===== config.mk =====
export PLATFORM = sky130hd
export DESIGN_NAME = mux3_sel_arbiter
export DESIGN_NICKNAME = d
export VERILOG_FILES = /design/src/rtl/mux3_sel_arbiter_pkg.sv /design/src/rtl/mux3_sel_arbiter_rr_pick3.sv /design/src/rtl/mux3_sel_arbiter.sv
export SDC_FILE = /design/constraint.sdc
export NUM_CORES = 1
export LEC_CHECK = 0
export ABC_AREA = 1
export BUFFER_PORTS_ARGS = -buffer_cell sky130_fd_sc_hd__buf_2
export CORE_AREA = 2 2 52 54
export CTS_CLUSTER_DIAMETER = 30
export DETAILED_ROUTE_END_ITERATION = 16
export DIE_AREA = 0 0 54 56
export PLACE_DENSITY_LB_ADDON = 0.05
export SETUP_SLACK_MARGIN = 0.15
export SYNTH_ARGS = -nofsm -noshare
export SYNTH_HDL_FRONTEND = slang
export SYNTH_SLANG_ARGS = --single-unit

===== constraint.sdc =====
create_clock -name clk -period 2.55 [get_ports clk]
set_input_delay 0.51 -clock clk [delete_from_list [all_inputs] [get_ports clk]]
set_output_delay 0.51 -clock clk [all_outputs]
set_load 0.01 [all_outputs]

===== src/rtl/mux3_sel_arbiter_pkg.sv =====
// ----------------------------------------------------------------------------
// mux3_pkg
//   Shared definitions for the 3:1 mux select arbiter: FSM state encoding,
//   mux select constants and small index helpers used by both the top level
//   and the round-robin picker.
//   No ports (package).
// ----------------------------------------------------------------------------
package mux3_pkg;

   typedef enum logic {
      IDLE  = 1'b0,
      GRANT = 1'b1
   } state_t;

   localparam logic [1:0] SEL_D0 = 2'b00;
   localparam logic [1:0] SEL_D1 = 2'b01;
   localparam logic [1:0] SEL_D2 = 2'b10;

   // Pointer value after reset; makes source 0 the first in line.
   localparam logic [1:0] LAST_RESET = 2'd2;

   // Successor of a source index, modulo 3. The unused code 3 maps to 0 so
   // a corrupted index can never address outside the three sources.
   function automatic logic [1:0] next_idx(input logic [1:0] idx);
      case (idx)
         2'd0:    return 2'd1;
         2'd1:    return 2'd2;
         default: return 2'd0;
      endcase
   endfunction

   // Mux select for a source index; 2'b11 is never produced.
   function automatic logic [1:0] sel_of(input logic [1:0] idx);
      case (idx)
         2'd0:    return SEL_D0;
         2'd1:    return SEL_D1;
         default: return SEL_D2;
      endcase
   endfunction

   // One-hot grant vector for a source index.
   function automatic logic [2:0] onehot_of(input logic [1:0] idx);
      case (idx)
         2'd0:    return 3'b001;
         2'd1:    return 3'b010;
         default: return 3'b100;
      endcase
   endfunction

endpackage


===== src/rtl/mux3_sel_arbiter_rr_pick3.sv =====
// ----------------------------------------------------------------------------
// rr_pick3
//   Combinational round-robin picker for three requesters. Searches
//   last+1, last+2, last (mod 3) and returns the first asserted requester.
//   Ports:
//     req   in  [2:0]  request vector, req[i] for source i
//     last  in  [1:0]  index of the most recently granted source
//     idx   out [1:0]  chosen source index (valid only when found=1)
//     found out        at least one request is asserted
// ----------------------------------------------------------------------------
module rr_pick3
   import mux3_pkg::*;
(
   input  logic [2:0] req,
   input  logic [1:0] last,
   output logic [1:0] idx,
   output logic       found
);

   logic [1:0] first;
   logic [1:0] second;
   logic [1:0] third;

   // The third candidate is derived by stepping again rather than reusing
   // last directly, so it stays within 0..2 even if last were ever 3.
   assign first  = next_idx(last);
   assign second = next_idx(first);
   assign third  = next_idx(second);

   always_comb begin
      // NOTE: every output gets a default first so no path leaves it
      // unassigned, which would otherwise infer a latch.
      idx   = first;
      found = 1'b1;
      if (req[first]) begin
         idx = first;
      end else if (req[second]) begin
         idx = second;
      end else if (req[third]) begin
         idx = third;
      end else begin
         found = 1'b0;
      end
   end

endmodule


===== src/rtl/mux3_sel_arbiter.sv =====
// ----------------------------------------------------------------------------
// mux3_sel_arbiter
//   Round-robin arbiter driving the select pair of a 3:1 data mux. A grant
//   lasts until the consumer pulses DONE, the granted source drops its
//   request, or HOLD_MAX cycles have elapsed. Every grant is followed by one
//   idle cycle so the mux select never switches directly between sources.
//   All outputs are registered.
//   Parameters:
//     HOLD_MAX  maximum consecutive cycles of one grant (1..15)
//     CW        hold counter width, at least clog2(HOLD_MAX+1)
//   Ports:
//     clk    in         rising-edge clock
//     rst_n  in         asynchronous active-low reset
//     REQ    in  [2:0]  request per source
//     DONE   in         consumer pulse releasing the current grant
//     S0     out        mux select bit 0
//     S1     out        mux select bit 1
//     GNT    out [2:0]  one-hot grant
//     VALID  out        high while a grant is active
// ----------------------------------------------------------------------------
module mux3_sel_arbiter
   import mux3_pkg::*;
#(
   parameter int HOLD_MAX = 4,
   parameter int CW       = 4
) (
   input  logic       clk,
   input  logic       rst_n,
   input  logic [2:0] REQ,
   input  logic       DONE,
   output logic       S0,
   output logic       S1,
   output logic [2:0] GNT,
   output logic       VALID
);

   localparam logic [CW-1:0] HOLD_LAST = CW'(HOLD_MAX - 1);
   localparam logic [CW-1:0] CNT_MAX   = '1;

   state_t          state;
   logic [1:0]      last;
   logic [1:0]      cur;
   logic [CW-1:0]   cnt;
   logic [2:0]      gnt_q;
   logic [1:0]      sel_q;
   logic            valid_q;

   logic [1:0]      pick_idx;
   logic            pick_found;
   logic            release_now;

   rr_pick3 u_pick (
      .req   (REQ),
      .last  (last),
      .idx   (pick_idx),
      .found (pick_found)
   );

   // Any of the three release causes; coincident causes are one release.
   assign release_now = DONE | ~REQ[cur] | (cnt == HOLD_LAST);

   always_ff @(posedge clk or negedge rst_n) begin
      if (!rst_n) begin
         state   <= IDLE;
         last    <= LAST_RESET;
         cur     <= 2'd0;
         cnt     <= '0;
         gnt_q   <= 3'b000;
         sel_q   <= SEL_D0;
         valid_q <= 1'b0;
      end else begin
         // NOTE: state is updated with non-blocking assignments so every
         // register samples the pre-edge values, independent of statement order.
         case (state)
            IDLE: begin
               if (pick_found) begin
                  cur     <= pick_idx;
                  gnt_q   <= onehot_of(pick_idx);
                  sel_q   <= sel_of(pick_idx);
                  valid_q <= 1'b1;
                  cnt     <= '0;
                  state   <= GRANT;
               end
            end
            GRANT: begin
               if (release_now) begin
                  last    <= cur;
                  gnt_q   <= 3'b000;
                  sel_q   <= SEL_D0;
                  valid_q <= 1'b0;
                  state   <= IDLE;
               end else if (cnt != CNT_MAX) begin
                  // Saturating; release at HOLD_LAST keeps this from wrapping.
                  cnt <= cnt + CW'(1);
               end
            end
            default: begin
               state <= IDLE;
            end
         endcase
      end
   end

   assign GNT   = gnt_q;
   assign S0    = sel_q[0];
   assign S1    = sel_q[1];
   assign VALID = valid_q;

endmodule


Word-level counts from Yosys, hierarchy flattened
Cells that the tools add are included.
{"block": "totals", "inputBits": 6, "out_inout_bits": 6, "reg_bits": 15}
{"block": "classes", "n_bitwise": 4, "reduce_logical": 8, "n_addsub": 1, "eq_ne": 10, "mux": 35, "order_cmp": 4}
{"op": "2-bit one-hot mux with 2 select lines", "n": 5}
{"op": "2-bit by 3-bit < comparator with 1-bit output, second input constant", "n": 4}
{"op": "4-bit 2-to-1 mux", "n": 3}
{"op": "3-bit one-hot mux with 2 select lines", "n": 2}
{"op": "1-bit 2-to-1 mux", "n": 11}
{"op": "2-bit 2-to-1 mux", "n": 5}
{"op": "1-bit binary-select mux with 2-bit select", "n": 4}
{"op": "2-bit by 1-bit == test with 1-bit output, second input constant", "n": 4}
{"op": "2-bit zero test", "n": 4}
{"op": "4-bit one-hot mux with 2 select lines", "n": 1}
{"op": "3-bit 2-to-1 mux", "n": 2}
{"op": "2-bit AND reduction", "n": 3}
{"op": "4-bit by 1-bit adder with 4-bit output, second input constant", "n": 1}
{"op": "4-bit by 2-bit == test with 1-bit output, second input constant", "n": 1}
{"op": "2-bit by 1-bit != test with 1-bit output, second input constant", "n": 2}
{"op": "2-bit != test, second input constant", "n": 2}
{"op": "4-bit != test, second input constant", "n": 1}
{"op": "1-bit one-hot mux with 2 select lines", "n": 2}
{"op": "3-bit AND reduction", "n": 1}
{"op": "1-bit inverter", "n": 2}
{"op": "1-bit OR", "n": 2}

Depth between registers and ports, before layout
{"block": "depth", "ltp_word": 15, "depth_mapped": 10}

Cells and area by module
Synthesis repeated with hierarchy kept, for this count alone.
{"block": "hier_totals", "hier_cells": 120, "hier_area_um2": 813.3}
{"mod": "mux3_sel_arbiter", "cells_per_inst": 86, "area_per_inst_um2": 671.9, "n_inst": 1, "seq_area_each_um2": 326.6}
{"mod": "rr_pick3", "cells_per_inst": 34, "area_per_inst_um2": 141.4, "n_inst": 1, "seq_area_each_um2": 0.0}

Worst setup path before layout
Ideal clock, no wire load.
{"block": "synth_timing", "path_type": "reg-to-reg", "from": "register cnt[0]", "to": "register cnt[2]", "path_buffers": 0, "arrival_ps": 1155, "slack_ps": 1277, "setup_ps": 118, "stages_incl_launch_ff": 8, "path_cell_list": "dfrtp_1 > ha_1 > nand2_1 > nand4_2 > nand2_4 > nand2_8 > nand2_2 > o21ai_2"}
{"block": "synth_via", "elab_chain_cells": 4, "word_cells_on_any_way": 10, "classes_between": "1 x add/sub; 4 x eq/ne; 3 x mux; 1 x bitwise; 1 x reduce/logical"}
{"item": "from (decl)", "line_no": "mux3_sel_arbiter.sv:43", "rtl": "logic [CW-1:0] cnt;"}
{"item": "from (signal assigned)", "line_no": "mux3_sel_arbiter.sv:94", "rtl": "cnt <= cnt + CW'(1);"}
{"item": "4-bit by 1-bit adder with 4-bit output or 4-bit by 2-bit == test with 1-bit output (tied branches)", "line_no": "mux3_sel_arbiter.sv:94, mux3_sel_arbiter.sv:60"}
{"item": "4-bit 2-to-1 mux or 1-bit OR (tied branches)", "line_no": "mux3_sel_arbiter.sv:92, mux3_sel_arbiter.sv:60"}
{"item": "4-bit 2-to-1 mux or 2-bit != test (tied branches)"}
{"item": "4-bit one-hot mux with 2 select lines or 3-bit AND reduction (tied branches)"}
Parallel ways exist; a longest one is shown, timed or not. The select of a mux whose other input is x is not followed.
A chain may end at the register's enable or synchronous reset.

Worst setup path in the final report
{"block": "layout_timing", "from": "register cnt[0]", "to": "register cnt[3]"}
The elaborated chain is that of the path after synthesis.

==> qor.csv <==
metric,value,unit
status,"complete, no violations",
period_needed,1412,ps
final_common_cell,nand2_1,
setup_viol,0,
synth_cells,104,
p_switching,527.3,µW
antenna_cells,0,
cts_buffers,3,
maxCapViolCount,0,
holdBufCountCts,0,
antenna_found_initial,0,
yosysWarningCount,0,
final_cell_mix,"28 x nand2_1, 12 x dfrtp_1, 12 x nand3_1",
finish.utilization,38.01,%
clockRootBuffer,clkbuf_4,
yosys-top-cells-area,"dfrtp_1 37%, nand2_1 13%, o21ai_2 7.5%",
synth_top_area_share,36.59,%
fp-row-count,18,
reg2regPathDepth,7,
p_int,564.1,µW
synth_top_cell_by_area,dfrtp_1,
worstSkewPairLatency,280,ps
critPathArrivalTime,1580,ps
grt-ovfl-total,0,
synth_flop_cell,dfrtp_1,
fin_nets,125,
clk_path_buf_depth,2,
grt_pass1_vias,674,
tritoncts,done,
start_util,33.74,%
hold_viol,0,
drt_pass1_iterations,4,
reg2reg_slack,1140,ps
worst_pin_slew,315.5,ps
p_sw_share,48.31,%
port_buffers,11,
leakagePower,0.0004868,µW
setup_tns,0,ps
criticalPathCategory,flop to flop,
slew-limit-headroom,78.96,%
wl_per_cell,11.92,µm
avgSynthCellArea,7.892,µm²
ys_ff_latch,13,
vias_per_cell,4.701,
vias,691,
synth_edf_count,0,
cts_resized,0,
seqPwrFrac,36.5,%
finalCritPeriodShare,55.36,%
stdcell_area,924.6,µm²
cts_sinks,13,
remaining_drc_errors,0,
drive_gt1_share,34.19,%
wirelength,1.752,mm
cp-end-kind,flop,
p_comb_share,51.4,%
grt_max_degree,14,
cp_max_fo,9,
power_density,1180,mW/mm²
gr-usage-all-layers,13.63,%
dpl.hpwl,1.388,mm
r2r_end,cnt[3],
dpl_cell_area,898.4,µm²
r2r_start,cnt[0],
hold_class,primary input to async pin,
ys_async_sr_fraction,100.0,%
die_x,54,µm
syn_to_final_growth,12.65,%
path_cells,ha_1 > nand2_1 > nand4_2 > nand2_4 > nand2_8 > nand2_2 > o21ai_2,
rsz0062_at_grt,no,
synth_cell_types,21,
fillCellCount,271,
cp_slowest_cell,dfrtp_1,
ios,12,
dr.first_iter.drc_count,9,
routabilityCongestion,0.6929,
clock_power_share,12.1,%
max_stage_delay,440,ps
fmax,0.7084,GHz
slew_viol_final,0,
skew,10.67,ps
grt_pass1_wl,2.980,mm
crit_path_start_kind,flop,
htreeDepth,1,
cts.clk_slew.worst_paths,90,ps
synth_nets,111,
die_area,0.003024,mm²
yosysSeqAreaShare,39.79,%
cts_setup_buffers,0,
synthesis.area,820.8,µm²
vdd_drop_max,596.6,µV
die-height,56,µm
drtAntennaViolNets,0,
required,2720,ps
core,0.002432,mm²
-- kinds of logic (layout without fill, tap and decap cells) --
group / Yosys count / after routing / share of synthesized area (%)
compound gates: 13 / 13 / 11.43
fa+ha+maj: 1 / 1 / 1.524
buf+inv: 15 / 28 / 7.774
flops: 13 / 13 / 39.79
simple gates: 62 / 62 / 39.48
-- cell usage after synthesis, types with 2 or more instances --
library cell,n
nand2_1,28
dfrtp_1,12
nand3_1,12
inv_1,11
nand2_2,7
o21ai_2,7
nor2_1,5
o21ai_0,4
buf_4,2
inv_2,2
nand2_4,2
nor2_2,2
or2_2,2
-- critical path: cells and delay by family (launching register included) --
family | cells | cell delay, ps
flops | 1 | 440
compound gates | 1 | 50
fa+ha+maj | 1 | 250
simple gates | 5 | 570
-- layer usage --
| layer | share of wire, % | up-vias | global-route usage, % | routed length (µm) |
|---|---|---|---|---|
| li1 | - | 356 | - | - |
| met2 | 53 | 7 | 23.52 | 929 |
| met5 | 0 | - | 0 | 0 |
| met3 | 3.5 | 0 | 5.645 | 62 |
| met1 | 43 | 328 | 15.58 | 760 |
| met4 | 0 | 0 | 2.143 | 0 |
-- worst max-delay path by stage --
stage / start / endpoint / slack (ps) / cells past startpoint
after CTS: cnt[0] / cnt[3] / 1120 / 7
final: cnt[0] / cnt[3] / 1140 / 7
after global placement: REQ[1] / cnt[3] / 1100 / 8
after global routing: cnt[0] / cnt[0] / 1050 / 7
after floorplan: cnt[0] / cnt[2] / 1280 / 7
after detailed placement: REQ[1] / cnt[2] / 1080 / 8
-- state kept, by name, summed over array words and instances (netlist names) --
register  flops
VALID         1
cur           2
last          2
GNT           3
cnt           4
state         1
-- stage by stage --
step                      total power (µW)  hold slack [ps]  setup WS, ps  instances
after floorplan                      839.2            214.4          1277        104
after global placement               965.9            421.2          1104        143
after detailed placement             975.8            424.1          1079        143
after CTS                             1115            110.6          1119        147
after global routing                  1207            103.5          1051        147
final                                 1091            106.3          1138        147
-- power by group through the flow --
| stage | Sequential (µW) | Combinational (µW) | Clock (µW) |
|---|---|---|---|
| 2_1_floorplan | 389 | 450 | 0 |
| 5_1_grt | 410 | 642 | 155 |
| 4_1_cts | 400 | 575 | 140 |
| 6_report | 398 | 561 | 132 |
| 3_3_place_gp | 402 | 564 | 0 |
| 3_5_place_dp | 403 | 573 | 0 |
-- area by class of cell --
type                       instances  area [µm²]  share of cell area [%]
clock buffer                       4       26.28                   2.842
sequential                        13       326.6                   35.32
inverter                          13       48.80                   5.277
timing repair buffer              11       55.05                   5.954
multi-input combinational         76       430.4                   46.55
tap                               30       37.54                   4.060
Power figures use the tool's default switching activity.
